===== config.mk =====
export PLATFORM = sky130hd
export DESIGN_NAME = serial_tx_arbiter
export DESIGN_NICKNAME = d
export VERILOG_FILES = /design/src/rtl/serial_tx_arbiter.sv
export SDC_FILE = /design/constraint.sdc
export NUM_CORES = 1
export LEC_CHECK = 0
export ABC_AREA = 1
export BUFFER_PORTS_ARGS = -buffer_cell sky130_fd_sc_hd__buf_4
export CORE_MARGIN = 2
export CORE_UTILIZATION = 49
export CTS_CLUSTER_SIZE = 28
export DETAILED_ROUTE_END_ITERATION = 16
export PLACE_DENSITY = 0.84
export REMOVE_ABC_BUFFERS = 1
export SLEW_MARGIN = 25
export SYNTH_ARGS = -nofsm -noshare
export SYNTH_HDL_FRONTEND = slang
export SYNTH_SLANG_ARGS = --single-unit
export TNS_END_PERCENT = 30

===== constraint.sdc =====
create_clock -name clk -period 3.6 [get_ports clk]
set_input_delay 0.18 -clock clk [delete_from_list [all_inputs] [get_ports clk]]
set_output_delay 0.18 -clock clk [all_outputs]
set_load 0.01 [all_outputs]

===== src/rtl/serial_tx_arbiter.sv =====
// rtl/serial_tx_arbiter.sv - round-robin, packet-atomic arbiter sharing one serial TX byte port
// Optional forced-release timeout enabled by defining TX_ARB_TIMEOUT_EN.
module serial_tx_arbiter #(
    parameter int NUM_REQ      = 4,
    parameter int HOLD_TIMEOUT = 1024
) (
    input  logic                   clk,
    input  logic                   rst,
    input  logic [NUM_REQ-1:0]     req,
    input  logic [NUM_REQ-1:0]     new_data_in,
    input  logic [8*NUM_REQ-1:0]   data_in,
    output logic [NUM_REQ-1:0]     gnt,
    output logic [NUM_REQ-1:0]     busy_out,
    input  logic                   busy,
    output logic                   new_data_tx,
    output logic [7:0]             data_tx,
    output logic                   drop_err,
    output logic                   timeout
);
    localparam int PTR_W = (NUM_REQ > 1) ? $clog2(NUM_REQ) : 1;

    typedef enum logic {IDLE, OWN} state_t;

    state_t             state_q, state_d;
    logic [NUM_REQ-1:0] gnt_q, gnt_d;
    logic [PTR_W-1:0]   rr_ptr_q, rr_ptr_d;
    logic               pend_q, pend_d;
    logic               new_data_tx_q, new_data_tx_d;
    logic [7:0]         data_tx_q, data_tx_d;
    logic               drop_err_q, drop_err_d;
    logic               timeout_q, timeout_d;
    logic [NUM_REQ-1:0] req_eff;
    logic [PTR_W-1:0]   cand;
    logic [PTR_W-1:0]   winner;
    logic               found;
    logic               fwd;

`ifdef TX_ARB_TIMEOUT_EN
    logic [15:0]        idle_cnt_q, idle_cnt_d;
    logic [NUM_REQ-1:0] stale_q, stale_d;
    // A requester forced off stays masked until it has let go of req once.
    assign req_eff = req & ~stale_q;
`else
    logic unused_hold;
    assign unused_hold = (HOLD_TIMEOUT > 0);
    assign req_eff     = req;
`endif

    assign busy_out = ~gnt_q | {NUM_REQ{busy | pend_q}};
    assign fwd      = (state_q == OWN) && new_data_in[rr_ptr_q] && !busy_out[rr_ptr_q];

    always_comb begin
        state_d       = state_q;
        gnt_d         = gnt_q;
        rr_ptr_d      = rr_ptr_q;
        pend_d        = fwd;
        new_data_tx_d = fwd;
        data_tx_d     = fwd ? data_in[int'(rr_ptr_q)*8 +: 8] : data_tx_q;
        drop_err_d    = drop_err_q | (|(new_data_in & busy_out));
        timeout_d     = 1'b0;
        cand          = '0;
        winner        = '0;
        found         = 1'b0;
`ifdef TX_ARB_TIMEOUT_EN
        idle_cnt_d    = idle_cnt_q;
        stale_d       = stale_q & req;
`endif
        // Search starts just past the last owner, so the last owner goes to the back.
        for (int i = 1; i <= NUM_REQ; i++) begin
            cand = PTR_W'((int'(rr_ptr_q) + i) % NUM_REQ);
            if (!found && req_eff[cand]) begin
                found  = 1'b1;
                winner = cand;
            end
        end
        case (state_q)
            IDLE: begin
                gnt_d = '0;
`ifdef TX_ARB_TIMEOUT_EN
                idle_cnt_d = '0;
`endif
                if (found) begin
                    gnt_d[winner] = 1'b1;
                    rr_ptr_d      = winner;
                    state_d       = OWN;
                end
            end
            OWN: begin
                if (!req[rr_ptr_q]) begin
                    state_d = IDLE;
                    gnt_d   = '0;
                end
`ifdef TX_ARB_TIMEOUT_EN
                else if (fwd) begin
                    idle_cnt_d = '0;
                end else if (idle_cnt_q == 16'(HOLD_TIMEOUT - 1)) begin
                    state_d           = IDLE;
                    gnt_d             = '0;
                    timeout_d         = 1'b1;
                    stale_d[rr_ptr_q] = 1'b1;
                end else begin
                    idle_cnt_d = idle_cnt_q + 16'd1;
                end
`endif
            end
            default: begin
                state_d = IDLE;
                gnt_d   = '0;
            end
        endcase
    end

    always_ff @(posedge clk) begin
        if (rst) begin
            state_q       <= IDLE;
            gnt_q         <= '0;
            rr_ptr_q      <= PTR_W'(NUM_REQ - 1);
            pend_q        <= 1'b0;
            new_data_tx_q <= 1'b0;
            data_tx_q     <= 8'h00;
            drop_err_q    <= 1'b0;
            timeout_q     <= 1'b0;
`ifdef TX_ARB_TIMEOUT_EN
            idle_cnt_q    <= '0;
            stale_q       <= '0;
`endif
        end else begin
            state_q       <= state_d;
            gnt_q         <= gnt_d;
            rr_ptr_q      <= rr_ptr_d;
            pend_q        <= pend_d;
            new_data_tx_q <= new_data_tx_d;
            data_tx_q     <= data_tx_d;
            drop_err_q    <= drop_err_d;
            timeout_q     <= timeout_d;
`ifdef TX_ARB_TIMEOUT_EN
            idle_cnt_q    <= idle_cnt_d;
            stale_q       <= stale_d;
`endif
        end
    end

    assign gnt         = gnt_q;
    assign new_data_tx = new_data_tx_q;
    assign data_tx     = data_tx_q;
    assign drop_err    = drop_err_q;
    assign timeout     = timeout_q;
endmodule


# Yosys cells after proc, flatten, opt, wreduce, memory -nomap -nowiden
# Index checks and enable logic that the tools add are counted.
# totals
regBits	17
input_bits	43
output_inout_bits	19
# classes
n_addsub	4
order_cmp	7
n_eq_ne	1
shift	1
mux	30
bitwise	6
reduce_logical	12
# op_table
cell	count
$shiftx A32 B6 Y8	1
$lt A2 B3 Y1 const B	6
$bmux W1 S2	7
$mux W1	14
$mux W2	4
$mux W4	2
$pmux W4 S2	1
$logic_and A1 B1 Y1	6
$add A2 B1 Y2 const B	2
$add A2 B2 Y2 const B	2
$and A4 B4 Y4	1
$logic_not A1 Y1	4
$not A4 Y4	1
$or A4 B4 Y4	1
$reduce_or A4 Y1	1
$demux W1 S2	1
$ge A2 B1 Y1 const B	1
$ne A2 B2 Y1 const B	1
$or A1 B1 Y1	2
$pmux W1 S2	1
$reduce_and A2 Y1	1
$not A1 Y1	1

# Longest topological paths before layout
# Gate-level depths: netlist of the first run.
# depth
word_depth	19
mapped_depth	13

# Least setup slack after synthesis of the first run
# OpenSTA, ideal clock, no wires.
# synth_path
kind	register -> register
startpoint	register, netlist name new_data_tx
endpoint	register data_tx_q[0] (netlist: data_tx[0])
setup_ps	132
arrival_ps	1359
required_time_ps	3468
path_slack_ps	2109
path_stages_with_launch	11
n_path_buf	1
period_less_slack_ps	1491
path_cell_list	dfxtp_1 > nor2_1 > nand2_1 > nand3_1 > nand2_1 > nor2_1 > and2_1 > buf_2 > clkinv_2 > nand2_1 > a21oi_1
# synth_lines
element	line	text
end signal, assigned	133	data_tx_q <= data_tx_d;
end, declared	29	logic [7:0] data_tx_q, data_tx_d;

# Final worst setup path of the first run
# layout_path
startpoint	register rr_ptr_q[1]
endpoint	register data_tx_q[0] (netlist: data_tx[0])
# layout_via
elab_chain_cells	4
elab_cells_between_ends	8
# layout_lines
element	line	text
start, declared	26	logic [PTR_W-1:0] rr_ptr_q, rr_ptr_d;
start signal, assigned	117	rr_ptr_q <= PTR_W'(NUM_REQ - 1);
start signal, assigned	130	rr_ptr_q <= rr_ptr_d;
parallel branches: the longest is 4 deep, another holds $shiftx A32 B6 Y8	n/a	
# Several ways; the timed one is not identified. The select of a mux whose other input is x is not followed.
# A chain may end at the register's enable or synchronous reset.

==> results by stage, run 1 <==
Status:
- The flow ran to the end, and the final reports show no timing, DRC or antenna violations.

Clocking:
- The clock-pin transition on the worst setup and hold timing paths is 0.10 ns.
- The clock reaches the later pin of the worst-skew pair after 0.29 ns.
- The clock passes through at most 2 buffers.
- The cell at the root of the clock tree is sky130_fd_sc_hd__clkbuf_4.
- The clock tree from TritonCTS is yes.
- The number of levels in the clock H-tree is 1.
- The clock buffer count from CTS is 3.
- After clock tree synthesis, the repair step resized 0 gates.
- The number of clock sinks is 17.
- After clock tree synthesis, the setup repair step added 0 buffers.
- The number of buffers inserted by hold repair at cts is 0.

Min path:
- The kind of path behind the tightest hold check is in -> reg.
- In this run the most critical hold path is launched from rst.
- The worst hold path depth is 2.
- The sink of the worst hold path is gnt[2].

Power and ir drop:
- The combinational share of power is 64.9%.
- Net switching is 50.94% of the power.
- Power spread over the standard cell area amounts to 655.2 mW/mm2.
- The switching power total is 0.5721 mW.
- Summed over all cells, the static leakage comes to 0.8714 nW.
- Per report_power, the clock group accounts for 9.1% of the total.
- The design internal power is between 0.5 and 0.6 mW.
- The fraction of power consumed by sequential logic is 26.0%.
- The maximum ir drop on the vdd rail is between 0.0006 and 0.0007 V.
- The total power of the final layout is 1.123 mW.

Detailed routing:
- The detailed-router iteration count before antenna repair is 6.
- The remaining number of nets flagged by the antenna check after routing is 0.
- The average vias per placed instance is 5.007.
- For this run, design rule violations remaining after detail routing come to 0.
- The detailed router's first-iteration violation count is 21.
- Summing over every cut layer, the via total after detailed routing is 1527.
- The mean routed wirelength per cell is 10.95 um.
- The detailed-route wire length is approximately 3300 um.

Global route:
- The first global-routing pass estimated slightly below 5000 um of wire.
- For this run, the total global-route usage over all layers was measured as 21.96%.
- The maximum number of pins on one net before global-route repair is 32.
- The number of antenna violations at the first check in global routing was 0.
- Global routing finished with a remaining overflow of 0.
- The number of global-route vias before repair is 1294.

Critical path:
- Measured in cells, the most critical reg-to-reg path has a length of 8.
- In this design, the stage delay of the slowest critical-path cell is 0.75 ns.
- The kind of launch point of the worst setup path is a register.
- In this run the critical register-to-register path is launched from rr_ptr_q[1].
- Data on the critical path arrives at its endpoint at ~2.3 ns.
- The start-to-end type of the worst setup path is reg -> reg.
- The required time of the critical path is 3.79 ns.
- In this run the register-to-register setup slack is 1.50 ns.
- The kind of end point of the critical path is a register.
- The critical path goes through inv_2, a21oi_1, nor2_1, nor2_1, and2_1, clkinv_2, nand2_1, a21oi_1.
- The destination of the worst register-to-register timing path is data_tx[0].
- The highest fanout seen on the critical path is 18.
- The slowest stage of the critical path is the sky130_fd_sc_hd__dfxtp_1 cell.

Synth:
- Among all flip-flop cells after synthesis, the most frequent one is sky130_fd_sc_hd__dfxtp_1.
- The number of standard cells after synthesis is 223.
- In this run, synthesis inferred 0 flip-flops with an integrated enable.
- After synthesis, the most frequently instantiated cells are sky130_fd_sc_hd__nand2_1, sky130_fd_sc_hd__a21oi_1, sky130_fd_sc_hd__dfxtp_1, sky130_fd_sc_hd__nor2_1, sky130_fd_sc_hd__nand3_1.
- After synthesis, the cell types taking the most area are sky130_fd_sc_hd__nand2_1, sky130_fd_sc_hd__dfxtp_1, sky130_fd_sc_hd__a21oi_1, sky130_fd_sc_hd__nand3_1, sky130_fd_sc_hd__o21ai_1.
- Yosys printed 0 warnings.
- The share of Yosys cell area claimed by the top area cell type is 27.19%.
- The area of the mapped netlist is roughly 0.0013 mm2.
- The count of cell types in the netlist is 23.
- Summing the sequential cell areas from Yosys gives 26.80% of the chip area.
- The register bit total from synthesis is 17.
- The largest total area in the synthesized netlist belongs to sky130_fd_sc_hd__nand2_1.
- sky130_fd_sc_hd__nand2_1 is the most common cell in the netlist.
- The fraction of synthesis flops using an asynchronous set or reset pin is 0%.
- The average instance in the mapped netlist occupies 5.695 um2.

Layout:
- The post-route cell area is 0.001714 mm2.
- Relative to the synthesized area, the layout overhead comes to 34.98%.
- The layout net count is 319.
- 0 antenna diodes ended up in the layout.
- The post-route netlist has 29.82% of its cells at a drive strength greater than 1.

Die:
- In this run the standard cell core region covers around 0.0025 mm2.
- The number of placement rows is 18.
- From left edge to right edge, the die measures 54.91 um.
- The initial standard-cell utilization of the core is between 50 and 60%.
- During I/O placement, the number of pins put on the boundary was 62.
- The die covers 0.003015 mm2.
- The die extent in y is 54.91 um.

Place:
- Once placement finished, the instance area stood at between 0.0015 and 0.002 mm2.
- The congestion estimate from routability-driven global placement came to 0.8476.
- The detailed placer's ending HPWL is 2450 um.
- Buffers placed on the I/O ports in this run total 60.

Timing:
- The hold violation count in the final report is 0.
- The worst relative slew slack is 56.33%.
- Of the available clock period, the critical path in the final layout requires 58.38%.
- The number of pins with negative max-slew slack in the final report is 0.
- Setup violations remaining at the end of the flow were counted as 0.
- The worst-case clock skew is about 0.0052 ns.
- Derived from the worst setup path, the maximum achievable clock frequency is 0.4758 GHz.
- At the pin with the least slew margin, the transition time is approximately 0.65 ns.
- Adding up every negative setup slack in the final design gives 0 ns.
- Setup repair after global routing left no endpoint under its margin.
- Subtracting the final worst setup slack from the clock period gives 2.102 ns.

Flow run:
- The tool flagged a number of max-cap violations equal to 0.
-- cell usage in the layout (no fill, tap or decap), drive strengths merged --
cell	n
conb	1
a21oi	34
a21boi	1
clkinv	1
dfxtp	17
nor2	17
and2	1
nand4	1
nand3	13
buf	61
nand2	99
inv	14
clkbuf	4
o21ai	10
a41oi	1
-- power by group through the flow --
stage	clock, mW	sequential, mW	combinational (mW)
global route	0.111	0.301	0.824
finish	0.102	0.292	0.729
floorplan	0	0.321	0.480
CTS	0.104	0.292	0.729
global placement	0	0.294	0.718
detailed placement	0	0.295	0.722
-- cell families after synthesis --
| kind of cell | after synthesis | share of synthesized area (%) |
|---|---|---|
| AO/OA/AOI/OAI | 46 | 18.92 |
| buffers and inverters | 28 | 10.64 |
| other | 1 | 0.2953 |
| AND/OR/NAND/NOR | 131 | 43.35 |
| flip-flops | 17 | 26.80 |
-- worst max-delay path, delay by kind of cell (launching register included) --
kind	cells	cell delay [ns]
DFF	1	0.75
and+or+nand+nor	4	0.52
buffers and inverters	2	0.47
AOI/OAI and AO/OA	2	0.24
-- flip-flops by register name, summed over array words and instances (netlist names) --
| signal | count |
|---|---|
| data_tx | 8 |
| drop_err | 1 |
| gnt | 4 |
| new_data_tx | 1 |
| rr_ptr_q | 2 |
| state_q | 1 |
-- per-layer routing --
metal	up-vias	GRT usage, %	part of all wire, %
met5	-	0	0
met4	0	4.878	0.36
met3	4	4.301	6.9
met2	45	42.06	50
met1	669	24.79	43
li1	809	-	-
-- how the worst max path moves through the flow --
stage | from | endpoint | slack, ns
2_1_floorplan | rr_ptr_q[0] | rr_ptr_q[0] | 1.54
3_3_place_gp | rr_ptr_q[1] | data_tx[7] | 1.63
3_5_place_dp | rr_ptr_q[1] | data_tx[0] | 1.55
4_1_cts | rr_ptr_q[1] | data_tx[0] | 1.51
5_1_grt | rr_ptr_q[1] | data_tx[0] | 1.23
6_report | rr_ptr_q[1] | data_tx[0] | 1.50
-- per-stage QoR --
step | hold slack [ns] | worst slack, ns | std cells | utilization (%)
2_1_floorplan | 0.2491 | 1.540 | 210 | -
3_5_place_dp | 0.4592 | 1.548 | 301 | 68.13
4_1_cts | 0.1631 | 1.508 | 305 | 69.19
5_1_grt | 0.1780 | 1.228 | 305 | 69.19
3_3_place_gp | 0.4484 | 1.627 | 301 | 68.13
6_report | 0.1680 | 1.498 | 305 | 69.19
-- area by class of cell --
| cell class | instances | area [um2] |
|---|---|---|
| clock buffer | 4 | 26.28 |
| fill | 257 | 763.2 |
| inverter | 15 | 57.56 |
| multi-input combinational | 178 | 794.5 |
| sequential | 17 | 340.3 |
| tap | 30 | 37.54 |
| timing repair buffer | 61 | 457.9 |
(Power assumes the default switching activity.)
==> run 2, diff against run 1 <==
CORE_UTILIZATION = 46   (was 49)
PLACE_DENSITY = 0.8   (was 0.84)
clock period = 2.04 ns   (was 3.6 ns; I/O delays follow)
==> run 2 against run 1 <==
Effect of this change:
- clock power is 74% higher
- sequential cell count unchanged
- sequential share of layout area shrank 0.29 points
- routed wire length rose by 0.81%
- global-route usage shrank 0.10 points
- maximum frequency rose by 23%
- cell count grew 1.3%
- final area rose by 1.5%
- power increased by 79%
- hold slack lost 0.072 ns
- die area grew 6.0%
==> results by stage, run 2 (same netlist as run 1, synthesis figures left out) <==
Die:
- After floorplanning, the core was sized to cover around 0.0027 mm2.
- The floorplan die area is 0.003197 mm2.
- For this design the top-level I/O count stands at just over 60.
- Row generation in the floorplan step produced 19 rows.
- The initial standard-cell utilization of the core is about 47%.
- The die extent in y is 56.55 um.
- The die extent in x is 56.55 um.

Min path:
- The critical hold path startpoint is rst.
- The worst hold path depth is 2.
- The sink of the worst hold path is gnt[3].
- In this run the worst hold path is classified as in -> reg.

Place:
- Once detailed placement completed, the half-perimeter wirelength came to 2688 um.
- The count of input and output buffers is 60.
- The post-place setup slack is 0.2318 ns.
- Including well taps, the total number of placed cells is 305.
- The instance area after placement is about 0.0017 mm2.
- The final RePlAce weighted congestion is 0.8329.

Status:
- The flow ran to the end, and the final reports show no timing, DRC or antenna violations.

Clocking:
- After clock tree synthesis, the flow added hold-fix buffers numbering 0.
- The number of clock sinks is 17.
- In this run the post-CTS setup repair buffer count came out at 0.
- CTS built an H-tree with a depth of 1.
- TritonCTS built the clock tree.
- The clock insertion delay at the later pin of the skew report is roughly 0.29 ns.
- The clock-pin transition on the worst setup and hold timing paths is ~0.09 ns.
- After clock tree synthesis, the repair step resized 0 gates.
- The cell sitting at the root of the clock tree is a sky130_fd_sc_hd__clkbuf_4.
- No sink is reached through more buffers than the 2 on the longest clock path.
- Clock tree synthesis inserted a total of 3 buffers.

Critical path:
- The worst register-to-register path ends at gnt[0].
- Across all register-to-register paths, the minimum setup slack is ~0.34 ns.
- The highest fanout seen on the critical path is 18.
- The worst setup path is captured at a register.
- The kind of launch point of the worst setup path is a register.
- The number of cells on the worst reg-to-reg path is 11.
- Data on the critical path is required at its endpoint by 2.23 ns.
- The data arrival at the endpoint of the critical path is around 1.9 ns.
- In this run the critical register-to-register path is launched from rr_ptr_q[0].
- The start-to-end type of the worst setup path is reg -> reg.

Layout:
- The library cell used most frequently in the layout, excluding fill and tap cells, is sky130_fd_sc_hd__nand2_1.
- Excluding fillers, the count of instances in the completed layout stands at 309.
- Leaving out fill and tap cells, the most frequent cells in the layout are sky130_fd_sc_hd__nand2_1, sky130_fd_sc_hd__buf_4, sky130_fd_sc_hd__a21oi_1, sky130_fd_sc_hd__dfxtp_1, sky130_fd_sc_hd__nor2_1.
- From synthesis to final layout, the design area changed by 36.95%.
- The register with the most flip-flops in the layout has 8 of them.
- The fraction of layout instances using a drive strength above 1 is ~31%.
- The number of diodes added for antenna fixing is 0.
- The filler cell count in the final layout is 290.
- Once layout is done, the placed cells without fillers occupy 0.001739 mm2.
- The layout net count is 322.

Global route:
- Entering global routing, the biggest net connects 19 pins.
- Global routing used a little over a fifth of the available tracks.
- The first global-routing pass estimated 5692 um of wire.
- The number of antenna violations at the first check in global routing is 0.
- The number of global-route vias before repair came to between 1k and 1.5k.
- For this run the aggregate overflow at the end of global routing stands at 0.

Detailed routing:
- For this block, the routed nets add up to 3368 um of wire.
- The detailed-router iteration count before antenna repair is 4.
- The first routing iteration left 64 violations.
- The count of nets left with antenna violations once routing finished came out at 0.
- The DRC violation count after routing is 0.
- The number of vias in the routed layout is 1533.
- The average vias per placed instance is 4.961.
- The mean routed wirelength per cell is ~11 um.

Power and ir drop:
- Summed over all cells, the static leakage comes to 0.8863 nW.
- The ratio of total power to cell area is between 1000 and 1500 mW/mm2.
- The maximum ir drop on the vdd rail is 0.0008808 V.

Timing:
- Summed over all failing endpoints, the final setup total negative slack is 0 ns.
- Setup slack on the critical path of the routed design comes to 0.3359 ns.
- The hold violation count in the final report came to 0.
- The number of pins with negative max-slew slack in the final report was 0.
- Setup repair after global routing left no endpoint under its margin.
- For the final database, setup skew stands at about 0.009 ns.
- The final critical-path share of the clock period is between 80% and 90%.
- The worst path in the final design needs a cycle of 1.704 ns, including I/O delays and setup.
- Derived from the worst setup path, the maximum achievable clock frequency is about 0.59 GHz.
- The setup violation total in the final timing report is 0.

Flow run:
- The tool flagged a number of max-cap violations equal to 0.
[run 2: per-layer routing]
layer / vias to the layer above / GRT usage [%] / part of all wire, %
met1: 671 / 26.71 / 44
met2: 40 / 39.20 / 48
met3: 4 / 5.530 / 7.0
met5: - / 0 / 0
li1: 818 / - / -
met4: 0 / 3.061 / 0.53
[run 2: power by group]
part	internal [mW]	total, mW	switching [mW]	leakage [nW]
registers	0.414	0.480	0.0654	0.139
clock network	0.0762	0.177	0.101	0.0150
logic	0.514	1.36	0.844	0.732
[run 2: area by class of cell]
cell class | count | area (um2) | area share, %
clock buffers | 4 | 26.28 | 1.511
inverters | 15 | 57.56 | 3.309
multi-input cells | 178 | 795.8 | 45.76
flip-flops and latches | 17 | 340.3 | 19.57
well taps | 31 | 38.79 | 2.230
repair buffers | 64 | 480.5 | 27.63
[run 2: worst max-delay path by stage]
stage	startpoint	to	slack, ns
final	rr_ptr_q[0]	gnt[0]	0.34
after global routing	rr_ptr_q[0]	data_tx[3]	0.15
after CTS	rr_ptr_q[0]	data_tx[7]	0.21
after detailed placement	rr_ptr_q[0]	data_tx[7]	0.23
after global placement	rr_ptr_q[0]	data_tx[5]	0.30
after floorplan	rr_ptr_q[0]	rr_ptr_q[0]	-0.02
[run 2: stage by stage]
step | hold WS, ns | power (mW) | util (%)
after floorplan | 0.1711 | 1.414 | -
after global placement | 0.4060 | 1.833 | 63.72
after detailed placement | 0.4111 | 1.844 | 63.72
after CTS | 0.09553 | 2.022 | 64.69
after global routing | 0.08935 | 2.228 | 64.74
final | 0.09588 | 2.014 | 64.74
[run 2: critical path, stage by stage (launching register included)]
cell                      delay [ns]
sky130_fd_sc_hd__dfxtp_1        0.49
sky130_fd_sc_hd__inv_2          0.20
sky130_fd_sc_hd__nand2_1        0.10
sky130_fd_sc_hd__nand2_1        0.07
sky130_fd_sc_hd__nand2_1        0.11
sky130_fd_sc_hd__nand2_2        0.07
sky130_fd_sc_hd__nor2_2         0.12
sky130_fd_sc_hd__nand3_2        0.08
sky130_fd_sc_hd__nand2_2        0.13
sky130_fd_sc_hd__inv_2          0.07
sky130_fd_sc_hd__nand3_1        0.09
sky130_fd_sc_hd__a21oi_1        0.07
==> run 3, diff against run 2 <==
ABC_AREA = 0   (was 1)
CORE_UTILIZATION = 43   (was 46)
PLACE_DENSITY = 0.79   (was 0.8)
clock period = 1.7 ns   (was 2.04 ns; I/O delays follow)
==> run 3 against run 2 <==
Effect of this change:
- routed wire length decreased by 18%
- synthesized cell count down 56%
- clock-buffer cell count unchanged
- non-clock buffer count is 4 higher
- via count shrank 32%
- utilization increased by 5.3 points
- final area down 9.1%
- area after synthesis decreased by 18%
- maximum frequency grew 7.7%
- clock skew fell by 0.00088 ns
- first-iteration DRC count decreased by 78%
- sequential cell count unchanged
- largest power group is now sequential cells
==> results by stage, run 3 <==
Critical path:
- In this run the critical register-to-register path is launched from new_data_tx.
- Setup slack on the worst reg-to-reg path comes out at 0.12 ns.
- The launch point of the critical path is new_data_tx.
- Following the worst setup path forward leads to its endpoint at data_tx[5].
- The highest fanout seen on the critical path is 9.
- The start-to-end type of the worst setup path is reg -> reg.
- The depth of the most critical reg-to-reg path is 6.
- The destination of the worst register-to-register timing path is data_tx[5].
- The kind of launch point of the worst setup path is a register.
- The kind of end point of the critical path is a register.
- The data arrival at the endpoint of the critical path is 1.76 ns.
- The required time of the critical path is 1.88 ns.

Detailed routing:
- Summing over every cut layer, the via total after detailed routing is 1039.
- The routed design uses 1362 um of met2 wire.
- The detailed-route wire length on metal 1 is 1120 um.
- Using the TritonRoute via totals, the vias-per-cell ratio works out to 5.411.
- The DRC violation count after routing is 0.
- The detailed router finished its first iteration with 14 violations.
- The total met3 wirelength after detailed routing is 228 um.
- Dividing the detail-routed wire length by the instance count gives roughly 14 um.
- For this block, the routed nets add up to 2761 um of wire.
- The first detailed-routing pass ran for 4 iterations.
- The detailed router used layers up to and including met4.
- The remaining number of nets flagged by the antenna check after routing is 0.

Synth:
- The number of flops mapped to enable cells by yosys is 0.
- The most instantiated flip-flop cell in the synthesis netlist is sky130_fd_sc_hd__dfxtp_1.
- In this run the biggest area consumer among cell types represents between 30% and 40% of the synthesized area.
- The synthesized netlist occupies a cell area of 0.001040 mm2.
- The cell type with the highest aggregate area in the netlist is sky130_fd_sc_hd__dfxtp_1.
- The warning count from the yosys run is 0.
- Ranked by instance count, the synthesized netlist is headed by sky130_fd_sc_hd__dfxtp_1, sky130_fd_sc_hd__nor2_1, sky130_fd_sc_hd__mux2i_1, sky130_fd_sc_hd__mux4_2, sky130_fd_sc_hd__a21oi_1.
- The synthesized netlist contains 31 unique library cells.
- For this run, the register share of the synthesized area comes to between 30% and 40%.
- Synthesis inferred 17 register bits.
- By area the synthesized netlist is led by sky130_fd_sc_hd__dfxtp_1, sky130_fd_sc_hd__mux4_2, sky130_fd_sc_hd__mux2i_1, sky130_fd_sc_hd__nor2_1, sky130_fd_sc_hd__a2111oi_4.
- Counting every instance in the synthesized netlist gives 99.
- Dividing the synthesized area by the synthesized cell count gives 10.50 um2.
- The fraction of synthesis flops using an asynchronous set or reset pin is 0%.

Clocking:
- TritonCTS built the clock tree.
- The post-CTS setup buffer count is 0.
- The number of clock sinks is 17.
- The post-cts repair resize count is 0.
- Buffers inserted to repair hold after CTS numbered 0.
- After clock tree synthesis, the clock-pin slew on the worst setup and hold paths is ~0.11 ns.
- The root buffer cell chosen for the clock tree is sky130_fd_sc_hd__clkbuf_4.
- In this run the deepest clock path goes through 2 buffers.
- The clock insertion delay at the later pin of the skew report is 0.29 ns.
- The clock buffer count from CTS is 3.
- The number of levels in the clock H-tree is 1.

Global route:
- The first global-routing pass estimated 4126 um of wire.
- The number of global-route vias before repair is 964.
- The maximum number of pins on one net before global-route repair is 18.
- The sum of overflow across all layers after global routing is 0.
- The number of antenna violations at the first check in global routing is 0.
- In the global route stage, overall resource usage came out at 20.29%.

Die:
- In this run the core area contains 17 standard-cell rows.
- The die covers around 0.0028 mm2.
- The number of top-level design ports is 62.
- The floorplan step set the die height to 53.18 um.
- The core area is 0.002255 mm2.
- Once the floorplan was initialized, standard cells occupied 46.12% of the core.
- The floorplan step set the die width to around 53 um.

Power and ir drop:
- In this run the power spent charging and discharging nets is 0.3126 mW.
- For this design the static power due to leakage is between 0.7 and 0.8 nW.
- The maximum ir drop on the vdd rail is 0.0005187 V.
- Power comes to 1.068 mW.
- The net switching share of the total power is 29.27%.
- The combinational share of power is 37.0%.
- The fraction of power consumed by the clock network is between 20% and 30%.
- The design internal power is approximately 0.76 mW.
- The fraction of power consumed by sequential logic is between 40% and 50%.
- The ratio of total power to cell area is around 680 mW/mm2.

Timing:
- The clock period minus worst slack is 1.582 ns.
- The worst-case clock skew is 0.007991 ns.
- Setup repair after global routing left no endpoint under its margin.
- The number of pins with negative max-slew slack in the final report is 0.
- Derived from the worst setup path, the maximum achievable clock frequency is 0.6323 GHz.
- The final critical-path share of the clock period is 93.04%.
- The setup violation total in the final timing report is 0.
- The hold violation count in the final report is 0.

Layout:
- Counting the fill cells in the layout gives between 150 and 200.
- Measured on the finished design, the core utilization comes to between 70% and 80%.
- The number of flip-flops under the largest register name is 8.
- The fraction of layout instances using a drive strength above 1 is 54.27%.
- The layout overhead on the synthesized area is 51.99%.
- The library cells used most frequently in the layout, excluding fill and tap cells, are sky130_fd_sc_hd__buf_4, sky130_fd_sc_hd__nor2_1, sky130_fd_sc_hd__dfxtp_1, sky130_fd_sc_hd__mux4_2, sky130_fd_sc_hd__mux2i_1.
- The library cell used most frequently in the layout, excluding fill and tap cells, is sky130_fd_sc_hd__buf_4.
- The number of diodes added for antenna fixing is 0.
- The layout net count is 208.

Min path:
- The worst hold path begins at rst.
- The worst hold path belongs to the class in -> reg.

Flow run:
- The max-cap violation count is 0.

Place:
- In this run the tool buffered the top-level ports with 60 buffer cells.
- Routability-driven placement finished with a final weighted congestion of 0.7820.
- The HPWL after detailed placement is 2244 um.

Status:
- The flow ran to the end, and the final reports show no timing, DRC or antenna violations.
run 3: cells by family (layout without fill, tap and decap cells):
kind of cell	count (synthesis)	in the layout	share of synthesized area [%]
AOI/OAI and AO/OA	17	17	15.16
buffers and inverters	11	76	6.016
DFF	17	17	32.73
muxes	18	18	28.16
other	1	1	0.3607
and+or+nand+nor	35	35	17.57
run 3: per-stage QoR:
step	instance area [um2]	hold WS (ns)	setup TNS, ns	std cells	worst slack, ns
after floorplan	992.2	0.1541	-2.934	92	-0.3291
after global placement	1550	0.3671	0	188	0.1295
after detailed placement	1550	0.3881	0	188	0.06070
after CTS	1577	0.08167	0	192	0.04601
after global routing	1580	0.08247	0	192	0.01445
final	1580	0.09142	0	192	0.1184
run 3: final cells by class:
cell class	count	area, um2	share of cell area (%)
sequential	17	344.1	21.77
inverter	4	15.01	0.9501
tap	28	35.03	2.217
timing repair buffer	68	523.0	33.10
clock buffer	4	26.28	1.663
multi-input combinational	71	636.9	40.30
run 3: worst min path at each step:
stage,endpoint,slack [ns],cells past startpoint
after floorplan,drop_err,0.15,1
after global placement,drop_err,0.37,3
after detailed placement,drop_err,0.39,3
after CTS,drop_err,0.08,3
after global routing,drop_err,0.08,3
final,gnt[3],0.09,2
run 3: power groups by stage:
| stage | logic, mW | registers (mW) | clock network, mW |
|---|---|---|---|
| floorplan | 0.182 | 0.485 | 0 |
| global placement | 0.386 | 0.459 | 0 |
| detailed placement | 0.395 | 0.461 | 0 |
| CTS | 0.396 | 0.451 | 0.224 |
| global route | 0.427 | 0.459 | 0.247 |
| finish | 0.395 | 0.454 | 0.219 |
run 3: layer usage:
| metal | up-vias | global-route usage (%) |
|---|---|---|
| li1 | 499 | - |
| met5 | - | 0 |
| met4 | 0 | 9.402 |
| met3 | 8 | 1.695 |
| met1 | 481 | 23.67 |
| met2 | 51 | 37.08 |
run 3: critical path: stages (launching register included):
cell,delay (ns)
sky130_fd_sc_hd__dfxtp_1,0.34
sky130_fd_sc_hd__or3b_2,0.51
sky130_fd_sc_hd__nand3_1,0.12
sky130_fd_sc_hd__o2111ai_2,0.13
sky130_fd_sc_hd__buf_12,0.18
sky130_fd_sc_hd__mux2i_1,0.15
sky130_fd_sc_hd__nor2_1,0.05
